File: src/rtl/bishift_sched_8_pkg.sv
// Shared constants and state encoding for the bishift_sched_8 scheduler slice.
// The shifter datapath and the scheduler both import this package.
package bishift_sched_8_pkg;

  localparam int DATA_W = 8;
  localparam int AMT_W  = 3;

  localparam logic [1:0] ST_IDLE  = 2'd0;
  localparam logic [1:0] ST_PASS1 = 2'd1;
  localparam logic [1:0] ST_PASS2 = 2'd2;
  localparam logic [1:0] ST_DONE  = 2'd3;

  typedef enum logic [1:0] {
    IDLE  = ST_IDLE,
    PASS1 = ST_PASS1,
    PASS2 = ST_PASS2,
    DONE  = ST_DONE
  } state_e;

endpackage

File: src/rtl/bishift_series_8.sv
// Combinational 8-bit bidirectional logical shifter built as three series
// stages (1, 2, 4); vacated bit positions are filled with zeros.
module bishift_series_8
  import bishift_sched_8_pkg::*;
(
  input  logic [DATA_W-1:0] data,
  input  logic [AMT_W-1:0]  s_sel,
  input  logic              right,
  output logic [DATA_W-1:0] out
);

  logic [DATA_W-1:0] st1;
  logic [DATA_W-1:0] st2;

  always_comb begin
    st1 = data;
    if (s_sel[0]) st1 = right ? (data >> 1) : (data << 1);
    st2 = st1;
    if (s_sel[1]) st2 = right ? (st1 >> 2) : (st1 << 2);
    out = st2;
    if (s_sel[2]) out = right ? (st2 >> 4) : (st2 << 4);
  end

endmodule

File: src/rtl/bishift_sched_8.sv
// Two-requester scheduler around one shared bishift_series_8: logical shifts
// take one shifter pass, rotates take two opposite-direction passes ORed.
module bishift_sched_8
  import bishift_sched_8_pkg::*;
#(
  parameter bit RR_EN = 1'b1
) (
  input  logic              clk,
  input  logic              rst,
  input  logic              req0_valid,
  output logic              req0_ready,
  input  logic [DATA_W-1:0] req0_data,
  input  logic [AMT_W-1:0]  req0_amt,
  input  logic              req0_right,
  input  logic              req0_rot,
  input  logic              req1_valid,
  output logic              req1_ready,
  input  logic [DATA_W-1:0] req1_data,
  input  logic [AMT_W-1:0]  req1_amt,
  input  logic              req1_right,
  input  logic              req1_rot,
  output logic              res_valid,
  input  logic              res_ready,
  output logic [DATA_W-1:0] res_data,
  output logic              res_id
);

  // Handshakes: a request transfers on the rising edge where reqX_valid and
  // reqX_ready are both high; the result transfers where res_valid and
  // res_ready are both high. Valid and payload must be held until ready.

  state_e            state;
  state_e            state_nx;
  logic [DATA_W-1:0] op_data;
  logic [AMT_W-1:0]  op_amt;
  logic              op_right;
  logic              op_rot;
  logic              op_id;
  logic              last_grant;
  logic [DATA_W-1:0] acc;

  logic              accept;
  logic              grant_id;
  logic [AMT_W-1:0]  sh_amt;
  logic              sh_right;
  logic [DATA_W-1:0] sh_out;

  // last_grant==1 means requester 0 holds priority on a tie.
  always_comb begin
    req0_ready = !rst && (state == IDLE) && req0_valid &&
                 (!req1_valid || last_grant || !RR_EN);
    req1_ready = !rst && (state == IDLE) && req1_valid && !req0_ready;
    accept     = req0_ready || req1_ready;
    grant_id   = req1_ready;
  end

  // Second rotate pass: 8-n wraps naturally in AMT_W bits (n is never 0 here).
  always_comb begin
    sh_amt   = op_amt;
    sh_right = op_right;
    if (state == PASS2) begin
      sh_amt   = AMT_W'(0) - op_amt;
      sh_right = !op_right;
    end
  end

  bishift_series_8 u_shift (
    .data  (op_data),
    .s_sel (sh_amt),
    .right (sh_right),
    .out   (sh_out)
  );

  always_comb begin
    state_nx = state;
    case (state)
      IDLE:    if (accept) state_nx = PASS1;
      PASS1:   state_nx = (op_rot && (op_amt != '0)) ? PASS2 : DONE;
      PASS2:   state_nx = DONE;
      DONE:    if (res_ready) state_nx = IDLE;
      default: state_nx = IDLE;
    endcase
  end

  always_ff @(posedge clk) begin
    if (rst) begin
      state      <= IDLE;
      op_data    <= '0;
      op_amt     <= '0;
      op_right   <= 1'b0;
      op_rot     <= 1'b0;
      op_id      <= 1'b0;
      last_grant <= 1'b1;
      acc        <= '0;
    end else begin
      state <= state_nx;
      case (state)
        IDLE: begin
          if (accept) begin
            op_data    <= grant_id ? req1_data  : req0_data;
            op_amt     <= grant_id ? req1_amt   : req0_amt;
            op_right   <= grant_id ? req1_right : req0_right;
            op_rot     <= grant_id ? req1_rot   : req0_rot;
            op_id      <= grant_id;
            last_grant <= grant_id;
          end
        end
        PASS1:   acc <= sh_out;
        PASS2:   acc <= acc | sh_out;
        default: ;
      endcase
    end
  end

  assign res_valid = (state == DONE);
  assign res_data  = acc;
  assign res_id    = op_id;

endmodule

File: config.mk
export PLATFORM = sky130hd
export DESIGN_NAME = bishift_sched_8
export DESIGN_NICKNAME = d
export VERILOG_FILES = /design/src/rtl/bishift_sched_8_pkg.sv /design/src/rtl/bishift_series_8.sv /design/src/rtl/bishift_sched_8.sv
export SDC_FILE = /design/constraint.sdc
export NUM_CORES = 1
export LEC_CHECK = 0
export CORE_ASPECT_RATIO = 2
export CORE_MARGIN = 5
export CORE_UTILIZATION = 47
export CTS_BUF_LIST = sky130_fd_sc_hd__clkbuf_8
export CTS_CLUSTER_DIAMETER = 60
export DETAILED_ROUTE_END_ITERATION = 8
export GPL_TIMING_DRIVEN = 0
export MAX_ROUTING_LAYER = met4
export PLACE_DENSITY = 0.91
export SYNTH_ARGS = -nofsm -noshare
export SYNTH_HDL_FRONTEND = slang
export SYNTH_HIERARCHICAL = 1
export SYNTH_SLANG_ARGS = --single-unit
File: constraint.sdc
create_clock -name clk -period 2.05 [get_ports clk]
set_clock_uncertainty 0.1 [all_clocks]
set_input_delay 0.41 -clock clk [delete_from_list [all_inputs] [get_ports clk]]
set_output_delay 0.41 -clock clk [all_outputs]
set_load 0.01 [all_outputs]
## After elaboration in Yosys (flattened, before gate mapping)

Cells that the tools add are included.
W data, S select, Z words.

- Bits in read-only memories: 0
- Memory bits (writable): 0
- Word-level logic and storage cells: 49
- Input bits: 31
- Output and inout bits: 12
- Bits in latches: 0
- Register bits: 25
- Memories: 0

- Order comparisons: 0
- Multiplexer cells: 17
- Eq/ne operators: 5
- $mul: 0
- Shift operators: 0
- Bitwise gates (word level): 1
- Reductions and logical operators: 17
- Add/subtract/negate cells: 1
- Divide/modulo/power cells: 0

Operators by type and width:

| operator | number |
|---|---|
| $mux W8 | 7 |
| $pmux W8 S2 | 1 |
| $or A8 B8 Y8 | 1 |
| $pmux W2 S4 | 1 |
| $logic_and A1 B1 Y1 | 6 |
| $mux W3 | 2 |
| $eq A2 B2 Y1 const B | 2 |
| $logic_not A1 Y1 | 4 |
| $mux W1 | 4 |
| $mux W2 | 2 |
| $reduce_and A2 Y1 | 2 |
| $reduce_bool A3 Y1 | 1 |
| $sub A1 B3 Y3 const A | 1 |
| $eq A2 B1 Y1 const B | 1 |
| $logic_not A2 Y1 | 1 |
| $logic_or A1 B1 Y1 | 2 |
| $ne A2 B1 Y1 const B | 1 |
| $ne A2 B2 Y1 const B | 1 |
| $reduce_bool A2 Y1 | 1 |

## Longest topological paths before layout

- Word-level depth: 10
- Mapped depth: 11
- Gate-level depth less buffers: 10

## Cells and area by module

Netlist, hierarchy kept.

Modules (own cells, without submodules):

| module | seq. area each (um2) | area each (um2) | instances | cells each |
|---|---|---|---|---|
| bishift_sched_8 | 500.5 | 1371.3 | 1 | 151 |
| bishift_series_8 | 0.0 | 500.5 | 1 | 68 |

## Worst setup path before layout

OpenSTA, ideal clock, no wires.

- Path kind: reg-to-reg
- Start point: reg state[0]
- End point: reg acc[4], in the netlist res_data[4]
- Slack: -0.205 ns
- Path buffers: 1
- Clock period less this slack: 2.255 ns
- Setup time: 0.128 ns
- Required time: 1.822 ns
- Stages on the path, launching flop included: 10
- Data arrival time: 2.028 ns
- Cells stage by stage: dfxtp_1 -> inv_1 -> ha_1 -> xor2_1 -> buf_6 -> mux4_2 -> a21oi_2 -> o22ai_1 -> a22oi_1 -> nor2_1

- Word-level cells in the longest chain between the ends: 10
- Elaborated cells between the ends (all ways): 13
- Classes of those cells: eq/ne: 2; mux: 9; bitwise: 1; reduce/logical: 1

RTL lines:

| item | RTL line | text |
|---|---|---|
| start, declared | bishift_sched_8.sv:32 | `state_e state;` |
| start signal, assigned | bishift_sched_8.sv:96 | `state <= state_nx;` |
| $eq A2 B2 Y1 (*) | bishift_sched_8.sv:61 | `if (state == PASS2) begin` |
| $mux W1 (*) | bishift_sched_8.sv:61 |  |
| named net sh_right | bishift_sched_8.sv:45 | `logic sh_right;` |
| $mux W8 (2 in a row) | bishift_series_8.sv:17 | `if (s_sel[0]) st1 = right ? (data >> 1) : (data << 1);` |
| $mux W8 (2 in a row) | bishift_series_8.sv:19 | `if (s_sel[1]) st2 = right ? (st1 >> 2) : (st1 << 2);` |
| $mux W8 | bishift_series_8.sv:21 | `if (s_sel[2]) out = right ? (st2 >> 4) : (st2 << 4);` |
| $mux W8 (*) | bishift_series_8.sv:21 |  |
| named net sh_out[4] | bishift_sched_8.sv:46 | `logic [DATA_W-1:0] sh_out;` |
| $or A8 B8 Y8 | bishift_sched_8.sv:109 | `PASS2: acc <= acc \| sh_out;` |
| $pmux W8 S2 (*) | bishift_sched_8.sv:97 | `case (state)` |
| end signal, assigned | bishift_sched_8.sv:108 | `PASS1: acc <= sh_out;` |
| end signal, assigned | bishift_sched_8.sv:109 |  |
| end, declared | bishift_sched_8.sv:40 | `logic [DATA_W-1:0] acc;` |

The timed path passes the listed nets; every way through them passes the cells marked *.
A chain may end at the register's enable or synchronous reset.

## Final worst setup path

Ends and elaborated chain as after synthesis.

==> results.tsv <==
stage	metric	value	unit
outcome	status	finished with violations	
outcome	failing checks	setup timing	
layout	commonest non-fill, non-tap cells in the layout	clkdlybuf4s50_1, dfxtp_1, buf_4, nor2_1, a21oi_1	
clock_network	Sinks on Clock Net	25	
setup_path	critical path arrival	2.28	ns
route	vias per std cell	6.282	
setup_path	crit path max fanout	7	
layout	Layout area overhead	47.13	%
route	Pre-Repair DR Iteration Count	4	
sta	Slew Limit Fails	0	
layout	non-filler instance count after layout	330	
clock_network	clock slew at reported path FFs	0.09	ns
clock_network	clock latency on the worst-skew pair	0.27	ns
clock_network	CTS H-tree lvls	1	
pwr	Int Power	2.031	mW
pwr	power share of the combinational group	69.4	%
hold_path	Hold Path End	op_data[5]$_SDFFE_PP0P_	
route	# DRC	0	
route	WL/cell	18.38	um
floorplan	area of the core	3844	um^2
layout	antenna cells	0	
sta	Least-Margin Pin Slew	0.6578	ns
sta	Max Freq	449.0	MHz
flow_run	# Max-Cap Violations	0	
layout	NumNets Final	318	
layout	share of layout cells above drive strength 1	33.69	%
sta	final count of hold timing violations	0	
clock_network	Post-CTS Hold Buffers	0	
global_routing	first-pass GRT wire length	9.446	mm
hold_path	Hold Path Class	input pin to flip-flop	
layout	most common cell after layout, fill and taps aside	clkdlybuf4s50_1	
setup_path	kind of critical path	flip-flop to flip-flop	
logic_synthesis	fraction of registers with async set/reset	0	%
sta	worst setup margin	-0.1772	ns
floorplan	initial core utilization	48.70	%
sta	slew margin rel.	56.15	%
floorplan	io pins	43	
logic_synthesis	Netlist Area Pre-Place	1872	um^2
global_routing	initial antenna violation count	0	
clock_network	Clock Path Buffers	2	
logic_synthesis	top_reg_cell synth	dfxtp_1	
logic_synthesis	sequential area share after synthesis	26.74	%
hold_path	worst hold path depth	2	
sta	final worst path period share	108.6	%
setup_path	Worst R2R Start	state[0]$_SDFFE_PP0P_	
logic_synthesis	synthesized net count	257	
sta	post-route minimum period	2.227	ns
pwr	worst ir drop on vdd	0.0009381	V
setup_path	crit end category	flip-flop	
global_routing	total gr overflow	0	
route	Post-DRT Antenna Nets	0	
route	DR iter-0 viols	95	
floorplan	Std-Cell Rows	32	
pwr	switching portion of total power	44.73	%
pwr	Clock power frac	8.1	%
setup_path	reg-to-reg slack, setup	-0.18	ns
setup_path	worst reg-to-reg path cell count	9	
logic_synthesis	post-synthesis area per instance	8.547	um^2
place	Setup Slack @ Placement	-0.5419	ns
setup_path	reg2reg end	res_data[4]$_SDFFE_PP0P_	
global_routing	all-layer global routing usage	23.25	%
logic_synthesis	Synth Instances	219	
logic_synthesis	#FFs+latches synth	25	
place	I/O Buffers	40	
logic_synthesis	Netlist cell types	47	
global_routing	vias in the first global route	2082	
pwr	Power, Total	3.675	mW
setup_path	CP Launch Type	flip-flop	
clock_network	Root Buffer	clkbuf_8	
place	dpl hpwl	4.118	mm
logic_synthesis	yosys warns	6	
pwr	leak pwr	0.9480	nW
route	routed via count	2073	
sta	Setup-failing EPs final	9	
route	final wirelength	6.067	mm
clock_network	CTS tree	yes	
floorplan	die area	5421	um^2
setup_path	Worst EP required	2.10	ns
global_routing	largest net degree at the start of global routing	16	
logic_synthesis	top-area cell type share of the netlist area	26.74	%
floorplan	Die Width	54.63	um
logic_synthesis	Area contributors post-synth	dfxtp_1, a311oi_2, ha_1, nand4_1, a21oi_1	
place	Placed Cells incl. Taps	310	
floorplan	Die H	99.25	um
pwr	Power Dens Cells	1335	nW/um^2
logic_synthesis	EDFF count, synth	0	
sta	RSZ-0062 raised after global routing	yes	
place	Placer Congestion	0.9274	
pwr	register share of total power	22.5	%
hold_path	HP Start	rst	
pwr	Net Sw Power	1.644	mW
logic_synthesis	biggest area consumer among synthesized cells	dfxtp_1	
clock_network	CTS Buf Count	3	
## Yosys cell counts (3+ instances only)
| master | n |
|---|---|
| inv_1 | 5 |
| buf_2 | 6 |
| dfxtp_1 | 25 |
| a311oi_2 | 10 |
| o21ai_0 | 15 |
| o22ai_1 | 4 |
| nand2_1 | 8 |
| ha_1 | 7 |
| nand4_1 | 13 |
| nor2_1 | 16 |
| a211oi_1 | 3 |
| a311oi_1 | 3 |
| nand2b_1 | 8 |
| clkbuf_1 | 10 |
| buf_4 | 3 |
| a21oi_1 | 16 |
| a22oi_1 | 10 |
| mux2_1 | 5 |
| buf_6 | 4 |
| mux2i_1 | 8 |
| nor2b_1 | 3 |
| o21ai_1 | 4 |
## worst max path at each step
stage	endpoint	depth (start not counted)	slack, ns	from
after floorplan	res_data[4]$_SDFFE_PP0P_	9	-0.01	state[0]$_SDFFE_PP0P_
after global placement	req1_ready	5	-0.52	req0_valid
after detailed placement	req1_ready	5	-0.54	req0_valid
after CTS	res_data[4]$_SDFFE_PP0P_	9	-0.16	state[0]$_SDFFE_PP0P_
after global routing	res_data[6]$_SDFFE_PP0P_	12	-0.26	op_amt[1]$_SDFFE_PP0P_
final	res_data[4]$_SDFFE_PP0P_	9	-0.18	state[0]$_SDFFE_PP0P_
## area by class of cell
type / instances / area [um^2]
clock inverters: 1 / 7.507
plain buffers: 23 / 162.7
inverters: 5 / 21.27
flip-flops and latches: 25 / 510.5
fillers: 291 / 1090
multi-input cells: 166 / 1420
well taps: 51 / 63.81
repair buffers: 56 / 526.8
clock buffers: 3 / 41.29
## stage by stage
stage | hold slack [ns] | instance area, um^2 | util, % | setup TNS (ns)
after floorplan | 0.3637 | 1897 | - | -0.01349
after global placement | 0.3799 | 2361 | 61.43 | -2.328
after detailed placement | 0.3906 | 2361 | 61.43 | -3.073
after CTS | 0.2668 | 2623 | 68.23 | -0.9213
after global routing | 0.2908 | 2754 | 71.65 | -1.846
final | 0.2845 | 2754 | 71.65 | -1.126
## state kept, by name, summed over array words and instances, names as in the netlist
name,flops
op_data,8
op_right,1
op_amt,3
res_id,1
last_grant,1
state,2
res_data,8
op_rot,1
## cell families (layout without fill, tap and decap cells)
family	after synthesis	in the layout	share of synthesized area [%]
XOR/XNOR	1	1	0.4680
AND/OR/NAND/NOR	62	62	18.12
adder cells (fa/ha/maj)	7	7	4.679
buffers and inverters	28	88	8.222
multiplexers	15	15	9.091
flip-flops	25	25	26.74
AO/OA/AOI/OAI	81	81	32.69
## metal layers
layer / routed length (um) / track usage [%] / vias up
li1: - / - / 946
met1: 2118 / 21.30 / 1013
met2: 3496 / 44.07 / 92
met3: 247 / 1.799 / 22
met4: 205 / 10.94 / 0
met5: 0 / - / -
## what timing repair did
item	in CTS	in global routing
setup buffers	11	4
gates cloned	1	0
resized for setup	41	24
endpoints found under the setup margin	10	10
pin swaps	15	19
## worst max-delay path, stage by stage, from the launching register on
cell and delay [ns]:
dfxtp_2 0.35, inv_4 0.07, ha_4 0.21, xor2_4 0.17, buf_6 0.15, mux4_2 0.53
a21oi_4 0.20, o22ai_2 0.11, a22oi_2 0.17, nor2_1 0.05
## power groups by stage
| stage | Sequential, mW | Clock (mW) | Combinational [mW] |
|---|---|---|---|
| after floorplan | 0.780 | 0 | 1.34 |
| after global placement | 0.800 | 0 | 1.78 |
| after detailed placement | 0.807 | 0 | 1.84 |
| after CTS | 0.805 | 0.302 | 2.22 |
| after global routing | 0.846 | 0.322 | 2.72 |
| final | 0.827 | 0.298 | 2.55 |
Power figures use the tool's default switching activity.
